`config.mk`:
```
export PLATFORM = sky130hd
export DESIGN_NAME = cache_mem_arbiter_flat
export DESIGN_NICKNAME = d
export VERILOG_FILES = /design/src/rtl/cache_mem_arbiter_pkg.sv /design/src/rtl/cache_mem_arbiter_if.sv /design/src/rtl/cache_mem_arbiter.sv /design/src/flat_wrapper.sv
export SDC_FILE = /design/constraint.sdc
export NUM_CORES = 1
export LEC_CHECK = 0
export ABC_AREA = 1
export BUFFER_PORTS_ARGS = -buffer_cell sky130_fd_sc_hd__buf_4
export CAP_MARGIN = 20
export CELL_PAD_IN_SITES_DETAIL_PLACEMENT = 0
export CELL_PAD_IN_SITES_GLOBAL_PLACEMENT = 1
export CORE_AREA = 2 2 644 646
export DETAILED_ROUTE_END_ITERATION = 7
export DIE_AREA = 0 0 646 648
export PLACE_DENSITY = 0.3
export SLEW_MARGIN = 20
export SYNTH_ARGS = -nofsm -noshare
export SYNTH_HDL_FRONTEND = slang
export SYNTH_SLANG_ARGS = --single-unit
```
`constraint.sdc`:
```
create_clock -name clk -period 1.6 [get_ports clk]
set_input_delay 0.08 -clock clk [delete_from_list [all_inputs] [get_ports clk]]
set_output_delay 0.08 -clock clk [all_outputs]
set_load 0.05 [all_outputs]
```
`src/rtl/cache_mem_arbiter_pkg.sv`:
```
// Shared types for the cache-to-memory miss arbiter: FSM states, port ids,
// default widths and the round-robin pick used by the arbiter.
package cache_arb_pkg;

    localparam int DEF_ADDR_WIDTH = 32;
    localparam int DEF_LINE_WIDTH = 256;

    typedef enum logic [1:0] {
        IDLE    = 2'd0,
        SERVE_I = 2'd1,
        SERVE_D = 2'd2
    } arb_state_t;

    typedef enum logic {
        PORT_I = 1'b0,
        PORT_D = 1'b1
    } port_id_t;

    // On a tie the port that was not served last wins; a lone request wins outright.
    function automatic port_id_t rr_pick(input logic i_req, input logic d_req,
                                         input port_id_t last_grant);
        port_id_t pick;
        if (i_req && d_req) begin
            if (last_grant == PORT_I) pick = PORT_D;
            else                      pick = PORT_I;
        end else if (d_req) begin
            pick = PORT_D;
        end else begin
            pick = PORT_I;
        end
        return pick;
    endfunction

endpackage

```
`src/rtl/cache_mem_arbiter_if.sv`:
```
// Bundle of the I-cache, D-cache and memory-side miss signals.
// slave = the arbiter, master = caches plus memory around it.
interface cache_mem_arbiter_if #(
    parameter int ADDR_WIDTH = cache_arb_pkg::DEF_ADDR_WIDTH,
    parameter int LINE_WIDTH = cache_arb_pkg::DEF_LINE_WIDTH
) ();

    logic                  i_read;
    logic                  i_write;
    logic [ADDR_WIDTH-1:0] i_address;
    logic [LINE_WIDTH-1:0] i_wdata;
    logic [LINE_WIDTH-1:0] i_rdata;
    logic                  i_resp;

    logic                  d_read;
    logic                  d_write;
    logic [ADDR_WIDTH-1:0] d_address;
    logic [LINE_WIDTH-1:0] d_wdata;
    logic [LINE_WIDTH-1:0] d_rdata;
    logic                  d_resp;

    logic                  mem_read;
    logic                  mem_write;
    logic [ADDR_WIDTH-1:0] mem_address;
    logic [LINE_WIDTH-1:0] mem_wdata;
    logic [LINE_WIDTH-1:0] mem_rdata;
    logic                  mem_resp;

    modport slave (
        input  i_read, i_write, i_address, i_wdata,
        output i_rdata, i_resp,
        input  d_read, d_write, d_address, d_wdata,
        output d_rdata, d_resp,
        output mem_read, mem_write, mem_address, mem_wdata,
        input  mem_rdata, mem_resp
    );

    modport master (
        output i_read, i_write, i_address, i_wdata,
        input  i_rdata, i_resp,
        output d_read, d_write, d_address, d_wdata,
        input  d_rdata, d_resp,
        input  mem_read, mem_write, mem_address, mem_wdata,
        output mem_rdata, mem_resp
    );

endinterface

```
`src/rtl/cache_mem_arbiter.sv`:
```
// Serialises I-cache and D-cache line fills/writebacks onto one memory port
// with round-robin fairness; responses go only to the granted cache.
module cache_mem_arbiter
    import cache_arb_pkg::*;
#(
    parameter int ADDR_WIDTH = DEF_ADDR_WIDTH,
    parameter int LINE_WIDTH = DEF_LINE_WIDTH
) (
    input  logic                clk,
    input  logic                rst,
    cache_mem_arbiter_if.slave  bus
);

    arb_state_t state, state_next;
    port_id_t   last_grant, last_grant_next;

    logic                  i_req, d_req;
    logic                  sel_read, sel_write;
    logic [ADDR_WIDTH-1:0] sel_address;
    logic [LINE_WIDTH-1:0] sel_wdata;

    assign i_req = bus.i_read | bus.i_write;
    assign d_req = bus.d_read | bus.d_write;

    always_ff @(posedge clk) begin
        if (rst) begin
            state      <= IDLE;
            last_grant <= PORT_I;
        end else begin
            state      <= state_next;
            last_grant <= last_grant_next;
        end
    end

    // Every grant passes back through IDLE, so a request still held high in
    // the resp cycle is never mistaken for a new one.
    always_comb begin
        state_next      = state;
        last_grant_next = last_grant;
        case (state)
            IDLE: begin
                if (i_req || d_req) begin
                    if (rr_pick(i_req, d_req, last_grant) == PORT_D) state_next = SERVE_D;
                    else                                             state_next = SERVE_I;
                end
            end
            SERVE_I: begin
                if (bus.mem_resp) begin
                    state_next      = IDLE;
                    last_grant_next = PORT_I;
                end else if (!i_req) begin
                    state_next = IDLE;
                end
            end
            SERVE_D: begin
                if (bus.mem_resp) begin
                    state_next      = IDLE;
                    last_grant_next = PORT_D;
                end else if (!d_req) begin
                    state_next = IDLE;
                end
            end
            default: state_next = IDLE;
        endcase
    end

    // Port mux: D is the default path, I only while serving I.
    always_comb begin
        if (state == SERVE_I) begin
            sel_read    = bus.i_read;
            sel_write   = bus.i_write;
            sel_address = bus.i_address;
            sel_wdata   = bus.i_wdata;
        end else begin
            sel_read    = bus.d_read;
            sel_write   = bus.d_write;
            sel_address = bus.d_address;
            sel_wdata   = bus.d_wdata;
        end
    end

    always_comb begin
        bus.mem_read    = 1'b0;
        bus.mem_write   = 1'b0;
        bus.mem_address = sel_address;
        bus.mem_wdata   = sel_wdata;
        bus.i_resp      = 1'b0;
        bus.d_resp      = 1'b0;
        if (state == SERVE_I || state == SERVE_D) begin
            // a simultaneous read+write is treated as a writeback
            bus.mem_write = sel_write;
            bus.mem_read  = sel_read & ~sel_write;
        end
        if (state == SERVE_I) bus.i_resp = bus.mem_resp;
        if (state == SERVE_D) bus.d_resp = bus.mem_resp;
    end

    assign bus.i_rdata = bus.mem_rdata;
    assign bus.d_rdata = bus.mem_rdata;

endmodule

```
`src/flat_wrapper.sv`:
```
// flat-port wrapper written by rule: the top's interface ports become plain ports
module cache_mem_arbiter_flat import cache_arb_pkg::*;
#(
    parameter int ADDR_WIDTH = DEF_ADDR_WIDTH,
    parameter int LINE_WIDTH = DEF_LINE_WIDTH
)
  (clk, rst, bus_i_read, bus_i_write, bus_i_address, bus_i_wdata, bus_i_rdata, bus_i_resp, bus_d_read, bus_d_write, bus_d_address, bus_d_wdata, bus_d_rdata, bus_d_resp, bus_mem_read, bus_mem_write, bus_mem_address, bus_mem_wdata, bus_mem_rdata, bus_mem_resp);
  cache_mem_arbiter_if #(.ADDR_WIDTH(ADDR_WIDTH), .LINE_WIDTH(LINE_WIDTH)) bus_i ();
  input  logic clk;
  input  logic rst;
  input wire logic [$bits(bus_i.i_read)-1:0] bus_i_read;
  input wire logic [$bits(bus_i.i_write)-1:0] bus_i_write;
  input wire logic [$bits(bus_i.i_address)-1:0] bus_i_address;
  input wire logic [$bits(bus_i.i_wdata)-1:0] bus_i_wdata;
  output wire logic [$bits(bus_i.i_rdata)-1:0] bus_i_rdata;
  output wire logic [$bits(bus_i.i_resp)-1:0] bus_i_resp;
  input wire logic [$bits(bus_i.d_read)-1:0] bus_d_read;
  input wire logic [$bits(bus_i.d_write)-1:0] bus_d_write;
  input wire logic [$bits(bus_i.d_address)-1:0] bus_d_address;
  input wire logic [$bits(bus_i.d_wdata)-1:0] bus_d_wdata;
  output wire logic [$bits(bus_i.d_rdata)-1:0] bus_d_rdata;
  output wire logic [$bits(bus_i.d_resp)-1:0] bus_d_resp;
  output wire logic [$bits(bus_i.mem_read)-1:0] bus_mem_read;
  output wire logic [$bits(bus_i.mem_write)-1:0] bus_mem_write;
  output wire logic [$bits(bus_i.mem_address)-1:0] bus_mem_address;
  output wire logic [$bits(bus_i.mem_wdata)-1:0] bus_mem_wdata;
  input wire logic [$bits(bus_i.mem_rdata)-1:0] bus_mem_rdata;
  input wire logic [$bits(bus_i.mem_resp)-1:0] bus_mem_resp;
  assign bus_i.i_read = bus_i_read;
  assign bus_i.i_write = bus_i_write;
  assign bus_i.i_address = bus_i_address;
  assign bus_i.i_wdata = bus_i_wdata;
  assign bus_i_rdata = bus_i.i_rdata;
  assign bus_i_resp = bus_i.i_resp;
  assign bus_i.d_read = bus_d_read;
  assign bus_i.d_write = bus_d_write;
  assign bus_i.d_address = bus_d_address;
  assign bus_i.d_wdata = bus_d_wdata;
  assign bus_d_rdata = bus_i.d_rdata;
  assign bus_d_resp = bus_i.d_resp;
  assign bus_mem_read = bus_i.mem_read;
  assign bus_mem_write = bus_i.mem_write;
  assign bus_mem_address = bus_i.mem_address;
  assign bus_mem_wdata = bus_i.mem_wdata;
  assign bus_i.mem_rdata = bus_mem_rdata;
  assign bus_i.mem_resp = bus_mem_resp;
  cache_mem_arbiter #(.ADDR_WIDTH(ADDR_WIDTH), .LINE_WIDTH(LINE_WIDTH)) u_core (.clk(clk), .rst(rst), .bus(bus_i));
endmodule
```
Word level (Yosys, flattened, before mapping)
Index checks and enable logic that the tools add are counted.
Widths: inputs -> output; s select.
Operators by class
  equal/unequal tests: 7
  mux-type cells: 23
  bitwise logic cells: 4
  reductions and logical operators: 7
Operators by type and width (count)
  $mux 256: 1
  $mux 32: 1
  $mux 1: 13
  $mux 2: 6
  $ne 3x3->1 const B: 2
  $pmux 2 s3: 1
  $reduce_and 3->1: 2
  $ne 2x2->1 const B: 2
  $eq 2x1->1 const B: 1
  $eq 2x2->1 const B: 1
  $logic_not 2->1: 1
  $logic_or 1x1->1: 2
  $ne 2x1->1 const B: 1
  $or 1x1->1: 2
  $pmux 1 s2: 1
  $reduce_bool 2->1: 1
  $and 1x1->1: 1
  $logic_and 1x1->1: 1
  $not 1->1: 1
Word-level totals
  register bits after elaboration: 3
  input port bits: 839
  output and inout bits: 804
  logic and storage cells: 43

Longest topological paths before layout
Gate-level depths: netlist of run 1.
  word-level depth: 8
  gate-level depth with buffers: 10
  gate-level depth less buffers: 9

Worst setup path after synthesis of run 1
Ideal clock, no wire load.
  kind: register to output
  start: register u_core.state[1]
  end: output bus_mem_read
  arrival: 1.650 ns
  data required time: 1.520 ns
  path slack: -0.130 ns
  cell stages (with the launch flop): 7
  path buffers: 2
  cells stage by stage: dfxtp_1 > inv_1 > ha_1 > buf_6 > buf_6 > o21a_1 > nor3_2
Between the ends
  cells in the longest elaborated chain, start to end: 5
  elaborated cells between the ends (all ways): 8
  classes of those cells: eq/ne: 2; mux: 3; bitwise: 2; reduce/logical: 1
Ends and longest elaborated chain
  from (decl): RTL line cache_mem_arbiter.sv:14  | arb_state_t state, state_next;
  from (signal assigned): RTL line cache_mem_arbiter.sv:30  | state <= state_next;
  $eq 2x1->1: RTL line cache_mem_arbiter.sv:69, cache_mem_arbiter.sv:89
  $mux 1: RTL line cache_mem_arbiter.sv:69  | if (state == SERVE_I) begin
  $not 1->1: RTL line cache_mem_arbiter.sv:92  | bus.mem_read = sel_read & ~sel_write;
  $and 1x1->1: RTL line cache_mem_arbiter.sv:92
  $mux 1 *: RTL line cache_mem_arbiter.sv:89  | if (state == SERVE_I || state == SERVE_D) begin
  to (decl): RTL line flat_wrapper.sv:23  | output wire logic [$bits(bus_i.mem_read)-1:0] bus_mem_read;
Mark *: on every way between the ends. The rest lies on a longest branch, timed or not.

Worst setup path after layout of run 1
  start: register u_core.state[1]
  end: output bus_mem_wdata[4]
Between the ends
  cells in the longest elaborated chain, start to end: 2
Ends and longest elaborated chain
  $eq 2x1->1: RTL line cache_mem_arbiter.sv:69
  $mux 256: RTL line cache_mem_arbiter.sv:69
  to (decl): RTL line flat_wrapper.sv:26  | output wire logic [$bits(bus_i.mem_wdata)-1:0] bus_mem_wdata;
Every way passes these cells.

==> qor.txt, run 1 <==
Max incr delay on CP -> 0.31 ns
Critical path arrival -> 1.92 ns
CTS clk-pin slew, worst paths -> 0.03 ns
Critical path origin -> u_core.state[1]$_SDFFE_PP0P_
DR iter-0 viols -> 737
Period utilisation layout -> 125%
Drt wl/cell -> 39.9 um
CTS root buf -> clkbuf_16
TritonCTS buffer count -> 3
Ranking of synthesized cells by area -> buf_4, nand2_1, buf_6
Mapped Cells -> 1494
Clk buf depth -> 2
Half-perimeter wire length after placement -> 276000 um
Yosys top cell area share -> 49.1%
Worst Path Required -> 1.52 ns
PwrDens -> 792 nW/um^2
Layout cells sized above 1 -> 66.3%
Die Area -> 419000 sq um
Tmin final -> 2.00 ns
Min-delay src -> rst
RSZ-0062 raised after global routing -> yes
Final core utilization -> 5.53%
Distinct cells, synth -> 16
Worst Setup Path Type -> flip-flop to primary output
Max-slew violation count -> 0
Register bit total from synthesis -> 3
Async SR Flop Fraction -> 0%
Grt ovf -> 0
Area Overhead vs Synth -> 189%
Synthesized cell area -> 7880 sq um
Fin. Hold Viols -> 0
Number of synthesis warnings -> 0
DIE WIDTH -> 646 um
CTS H-tree depth -> 1
Number of buffers and inverters on the critical path -> 7
Post-synth EDFFs -> 0
Io pins -> 1643
Max-cap viol count -> 0
Peak supply drop -> 0.248 mV
Max transition margin -> 78.7%
Total clock sinks -> 3
Post-DRT Antenna Nets -> 0
Top_reg_cell synth -> dfxtp_1
Crit end category -> primary output
Final-stage net count -> 2764
Port Buffers -> 874
CP max FO -> 6
FF-to-FF Start -> u_core.state[1]$_SDFFE_PP0P_
Most frequent cells after synthesis -> nand2_1, buf_4, buf_2
Vias/cell -> 1.74
CP top delay family -> buffers and inverters
Clock Latency Late Sink -> 0.23 ns
Maximum clock frequency -> 501 MHz
Clk_skew -> 0.00194 ns
Initial antenna violation count -> 223
Largest net degree at the start of global routing -> 50
Hold Path Cell Cnt -> 2
WL final -> 296000 um
# setup viols final -> 293
Drt pass-1 iters -> 5
GRT Resource Usage Total -> 13.4%
CP startpoint kind -> flip-flop
Worst setup margin -> -0.397 ns
FF-to-FF path depth -> 12
Top-count cell post-synth -> nand2_1
Initial core utilization -> 1.91%
Most common cell on crit path -> buf_12
Sequential area share after synthesis -> 0.762%
Cell breakdown of the critical path -> inv_2 -> ha_4 -> buf_12 -> inv_16 -> buf_12 -> buf_16 -> buf_12 -> nand2_8 -> nand2_8 -> buf_8
DRC Markers -> 0
Die Ht -> 648 um
Vias in the first global route -> 12700
Mean post-synth cell area -> 5.28 sq um
Via count -> 12900
Placement Rows -> 236
Critical-path top delay cell -> dfxtp_2
CTS tree -> yes
Post-route total power -> 18000 uW
Syn Nets -> 2336
Hold_buf cts -> 0
CP Depth -> 10
Outcome -> finished with violations
Worst-Margin Slew -> 0.322 ns
GP Congestion -> 0.811
Core area -> 412000 sq um
Failing checks -> setup timing
Pleak -> 0.00901 uW
Largest area contributor in the netlist -> buf_4
Hold Slack -> 0.0324 ns
Hold Path Class -> primary input to flip-flop
First-pass GRT wire length -> 319000 um
[routing by layer]
metal	track usage, %	vias to the layer above	routed length [um]
met5	1.09	-	1730
met4	2.78	162	7600
met3	16.0	545	75400
met2	20.3	1845	126000
met1	11.2	5544	84700
li1	-	4814	-
[flip-flops by register name, summed over array words and instances, names as in the netlist]
signal	flops
u_core.last_grant	1
u_core.state	2
[stage by stage]
step / setup slack (ns) / TNS, ns / std cells / cell area [sq um]
floorplan: 0.0465 / 0 / 1494 / 7890
global placement: -0.881 / -75.76 / 7336 / 18800
detailed placement: -0.861 / -72.41 / 7336 / 18800
CTS: -0.492 / -100.62 / 7377 / 21300
global route: -0.469 / -104.10 / 7408 / 22800
finish: -0.397 / -78.30 / 7417 / 22800
[cell families after synthesis]
group / share of synthesized area (%)
simple gates: 42.7
buf+inv: 55.7
compound gates: 0.413
fa+ha+maj: 0.476
flops: 0.762
[repair_timing]
item	4_1_cts	5_1_grt
gates resized for setup	466	277
setup buffers	22	8
cloned	16	12
setup endpoints to repair	294	294
pin swaps	22	10
endpoints found under the hold margin	0	0
[power breakdown]
group          internal [uW]  leakage [uW]  total [uW]  switching, uW
clock network            329     0.0000383         399           70.0
registers               89.0     0.0000253        98.0           9.05
logic                   5890       0.00894       17500          11700
[path summary, 6_finish.rpt]
check | slack [ns] | end
max reg2reg | -0.10 | u_core.state[1]$_SDFFE_PP0P_
min | 0.03 | u_core.last_grant$_SDFFE_PP0P_
max | -0.40 | bus_mem_wdata[4]
min reg2reg | 0.48 | u_core.last_grant$_SDFFE_PP0P_
[placed cells by master, fill, tap and decap left out, drive strengths merged]
cell / netlist / final
clkbuf: 0 / 14
inv: 14 / 15
clkinv: 0 / 1
dfxtp: 3 / 3
diode: 0 / 22
nand2: 878 / 878
o21ai: 2 / 2
nor3: 1 / 1
nor2: 11 / 11
o21a: 1 / 1
nand3: 2 / 2
buf: 576 / 987
ha: 3 / 3
a21oi: 3 / 3
[layout make-up]
type	instances	area, sq um
inverters	14	68.8
repair inverters	2	50.0
diodes	22	55.1
clock buffers	4	78.8
repair buffers	997	10500
flip-flops and latches	3	62.6
multi-input cells	901	5100
well taps	5474	6850
fillers	48900	389000
Power figures use the tool's default switching activity.
==> inputs of run 2 (changes only) <==
--- a/config.mk
+++ b/config.mk
@@ -10,9 +10,9 @@
 export CAP_MARGIN = 20
 export CELL_PAD_IN_SITES_DETAIL_PLACEMENT = 0
 export CELL_PAD_IN_SITES_GLOBAL_PLACEMENT = 1
-export CORE_AREA = 2 2 644 646
+export CORE_AREA = 2 2 634 636
 export DETAILED_ROUTE_END_ITERATION = 7
-export DIE_AREA = 0 0 646 648
+export DIE_AREA = 0 0 636 638
 export PLACE_DENSITY = 0.3
 export SLEW_MARGIN = 20
 export SYNTH_ARGS = -nofsm -noshare
==> constraint.sdc (replaced) <==
create_clock -name clk -period 1.77 [get_ports clk]
set_input_delay 0.0885 -clock clk [delete_from_list [all_inputs] [get_ports clk]]
set_output_delay 0.0885 -clock clk [all_outputs]
set_load 0.05 [all_outputs]
==> run 2 against run 1 <==
Effect of this change:
- the run still ends with setup timing left
- clock-buffer cell count unchanged
- total power down 5.1%
- final area is 5.8% higher
- non-clock buffer count is 19 higher
- worst setup slack improved by 0.12 ns
- utilization grew 0.52 points
- via count increased by 2.8%
==> qor.txt, run 2 (synthesis results as in run 1) <==
Outcome -> finished with violations (unchanged)
Failing checks -> setup timing (unchanged)
Max FFs per register -> 2 (unchanged)
Grt ovf -> 0 (unchanged)
Drt pass-1 iters -> 6 (was 5)
Port Buffers -> 874 (unchanged)
Sw Ratio -> 61.9% (was 65.1%)
Area of the multi-input gates -> 5550 sq um (was 5100 sq um)
Drt wl/cell -> 39.7 um (was 39.9 um)
CP max FO -> 16 (was 6)
Vias in the first global route -> 13200 (was 12700)
DIE WIDTH -> 636 um (was 646 um)
Placement Rows -> 232 (was 236)
CTS root buf -> clkbuf_16 (unchanged)
Largest net degree at the start of global routing -> 37 (was 50)
GRT busiest layer -> met2 (unchanged)
Io pins -> 1643 (unchanged)
GP Congestion -> 0.878 (was 0.811)
WL final -> 287000 um (was 296000 um)
Final instance area -> 24100 sq um (was 22800 sq um)
DRC Markers -> 0 (unchanged)
Gate power share -> 97.4% (was 97.2%)
Number of buffers and inverters on the critical path -> 6 (was 7)
Clk buf depth -> 2 (unchanged)
GRT met1 Usage -> 12.4% (was 11.2%)
Met2 usage -> 19.8% (was 20.3%)
PwrDens -> 710 nW/um^2 (was 792 nW/um^2)
Max-slew violation count -> 0 (unchanged)
First-pass GRT wire length -> 316000 um (was 319000 um)
Post-DRT Antenna Nets -> 0 (unchanged)
RSZ-0062 raised after global routing -> yes (unchanged)
CTS tree -> yes (unchanged)
Max transition margin -> 79.4% (was 78.7%)
Hold_buf cts -> 0 (unchanged)
Reg area -> 62.6 sq um (unchanged)
CP top delay family -> buffers and inverters (unchanged)
Max-cap viol count -> 0 (unchanged)
Half-perimeter wire length after placement -> 264000 um (was 276000 um)
Critical-path top delay cell -> dfxtp_2 (unchanged)
Total clock sinks -> 3 (unchanged)
Clock power frac -> 2.1% (was 2.2%)
Clk_skew -> 0.000283 ns (was 0.00194 ns)
Tmin final -> 2.04 ns
Post-DP Area -> 18200 sq um (was 18800 sq um)
# setup viols final -> 292 (was 293)
Via count -> 13300 (was 12900)
Met3 capacity usage during global routing -> 15.4% (was 16.0%)
Final-stage net count -> 2786 (was 2764)
Worst Setup Path Type -> flip-flop to primary output (unchanged)
Hold Path Class -> primary input to flip-flop (unchanged)
Fin. Hold Viols -> 0 (unchanged)
Worst Path Required -> 1.68 ns (was 1.52 ns)
Layout cells sized above 1 -> 71.1% (was 66.3%)
Setup TNS -> -46.16 ns (was -78.30 ns)
Cell breakdown of the critical path -> inv_2 -> ha_4 -> buf_16 -> inv_16 -> buf_16 -> buf_12 -> nand2_1 -> nand2_1 -> buf_6 (was inv_2 -> ha_4 -> buf_12 -> inv_16 -> buf_12 -> buf_16 -> buf_12 -> nand2_8 -> nand2_8 -> buf_8)
Critical path arrival -> 1.95 ns (was 1.92 ns)
Most common cell after layout, fill and taps aside -> buf_4 (unchanged)
Core area -> 399000 sq um (was 412000 sq um)
Top flop regs -> u_core.state (2), u_core.last_grant (1) (unchanged)
CTS clk-pin slew, worst paths -> 0.03 ns (about the same)
Sequential share of power -> 0.5% (about the same)
GRT Resource Usage Total -> 13.5% (was 13.4%)
Initial core utilization -> 1.98% (was 1.91%)
Pleak -> 0.00957 uW (was 0.00901 uW)
Vias/cell -> 1.84 (was 1.74)
Max incr delay on CP -> 0.31 ns (about the same)
Most frequent cells in the layout -> buf_4, nand2_1, nand2_2 (was buf_4, nand2_1, buf_12)
Die Area -> 406000 sq um (was 419000 sq um)
Number of fill cells -> 47100 (was 48900)
Initial antenna violation count -> 213 (was 223)
Switching power total -> 10600 uW (was 11700 uW)
CP startpoint kind -> flip-flop (unchanged)
Area Overhead vs Synth -> 206% (was 189%)
Clock Latency Late Sink -> 0.22 ns (was 0.23 ns)
Worst setup margin -> -0.273 ns (was -0.397 ns)
Die Ht -> 638 um (was 648 um)
Worst-Margin Slew -> 0.308 ns (was 0.322 ns)
Crit end category -> primary output (unchanged)
Top reg by flops -> u_core.state (unchanged)
CTS H-tree depth -> 1 (unchanged)
Period utilisation layout -> 115%
DR iter-0 viols -> 845 (was 737)
Peak supply drop -> 0.317 mV (was 0.248 mV)
Internal power component -> 6520 uW (was 6300 uW)
Maximum clock frequency -> 489 MHz
TritonCTS buffer count -> 3 (unchanged)
-- run 2: final timing paths --
| path | startpoint | to | slack, ns | depth (start not counted) |
|---|---|---|---|---|
| min reg2reg | u_core.last_grant$_SDFFE_PP0P_ | u_core.last_grant$_SDFFE_PP0P_ | 0.50 | 2 |
| max reg2reg | u_core.state[1]$_SDFFE_PP0P_ | u_core.state[1]$_SDFFE_PP0P_ | -0.03 | 11 |
| min | rst | u_core.last_grant$_SDFFE_PP0P_ | 0.06 | 2 |
| max | u_core.state[1]$_SDFFE_PP0P_ | bus_mem_wdata[242] | -0.27 | 9 |
-- run 2: metrics by stage --
step                util (%)  setup WS [ns]  hold slack, ns  total power, uW  cells
floorplan                  -         0.0319           0.158             8540   1494
global placement        4.56         -0.762           0.177            13000   7121
detailed placement      4.56         -0.668           0.177            12900   7121
CTS                     5.58         -0.320          0.0778            16500   7180
global route            6.04         -0.338          0.0594            18100   7221
finish                  6.05         -0.273          0.0620            17100   7231
-- run 2: cell type report --
class | instances | area share, %
repair inverters | 5 | 0.426
well taps | 5265 | 27.3
flip-flops and latches | 3 | 0.260
multi-input cells | 901 | 23.0
inverters | 14 | 0.285
repair buffers | 1016 | 48.1
clock buffers | 4 | 0.327
diodes | 23 | 0.239
-- run 2: power groups by stage --
| stage | clock (uW) | sequential (uW) | combinational (uW) |
|---|---|---|---|
| after floorplan | 0 | 83.4 | 8450 |
| after global placement | 0 | 90.0 | 12900 |
| after detailed placement | 0 | 88.7 | 12800 |
| after CTS | 361 | 89.2 | 16100 |
| after global routing | 369 | 90.9 | 17600 |
| final | 355 | 89.1 | 16700 |
-- run 2: repair_timing --
| item | CTS | global route |
|---|---|---|
| buffers inserted | 29 | 18 |
| resized for setup | 727 | 374 |
| pin swaps | 42 | 33 |
| hold endpoints to repair | 0 | 0 |
| gates cloned | 30 | 16 |
| setup endpoints to repair | 293 | 293 |
-- run 2: per-layer routing --
metal / share of wire, % / vias up
met5: 0.49 / -
met4: 2.5 / 140
met3: 25 / 541
met2: 41 / 1859
met1: 31 / 5871
li1: - / 4863
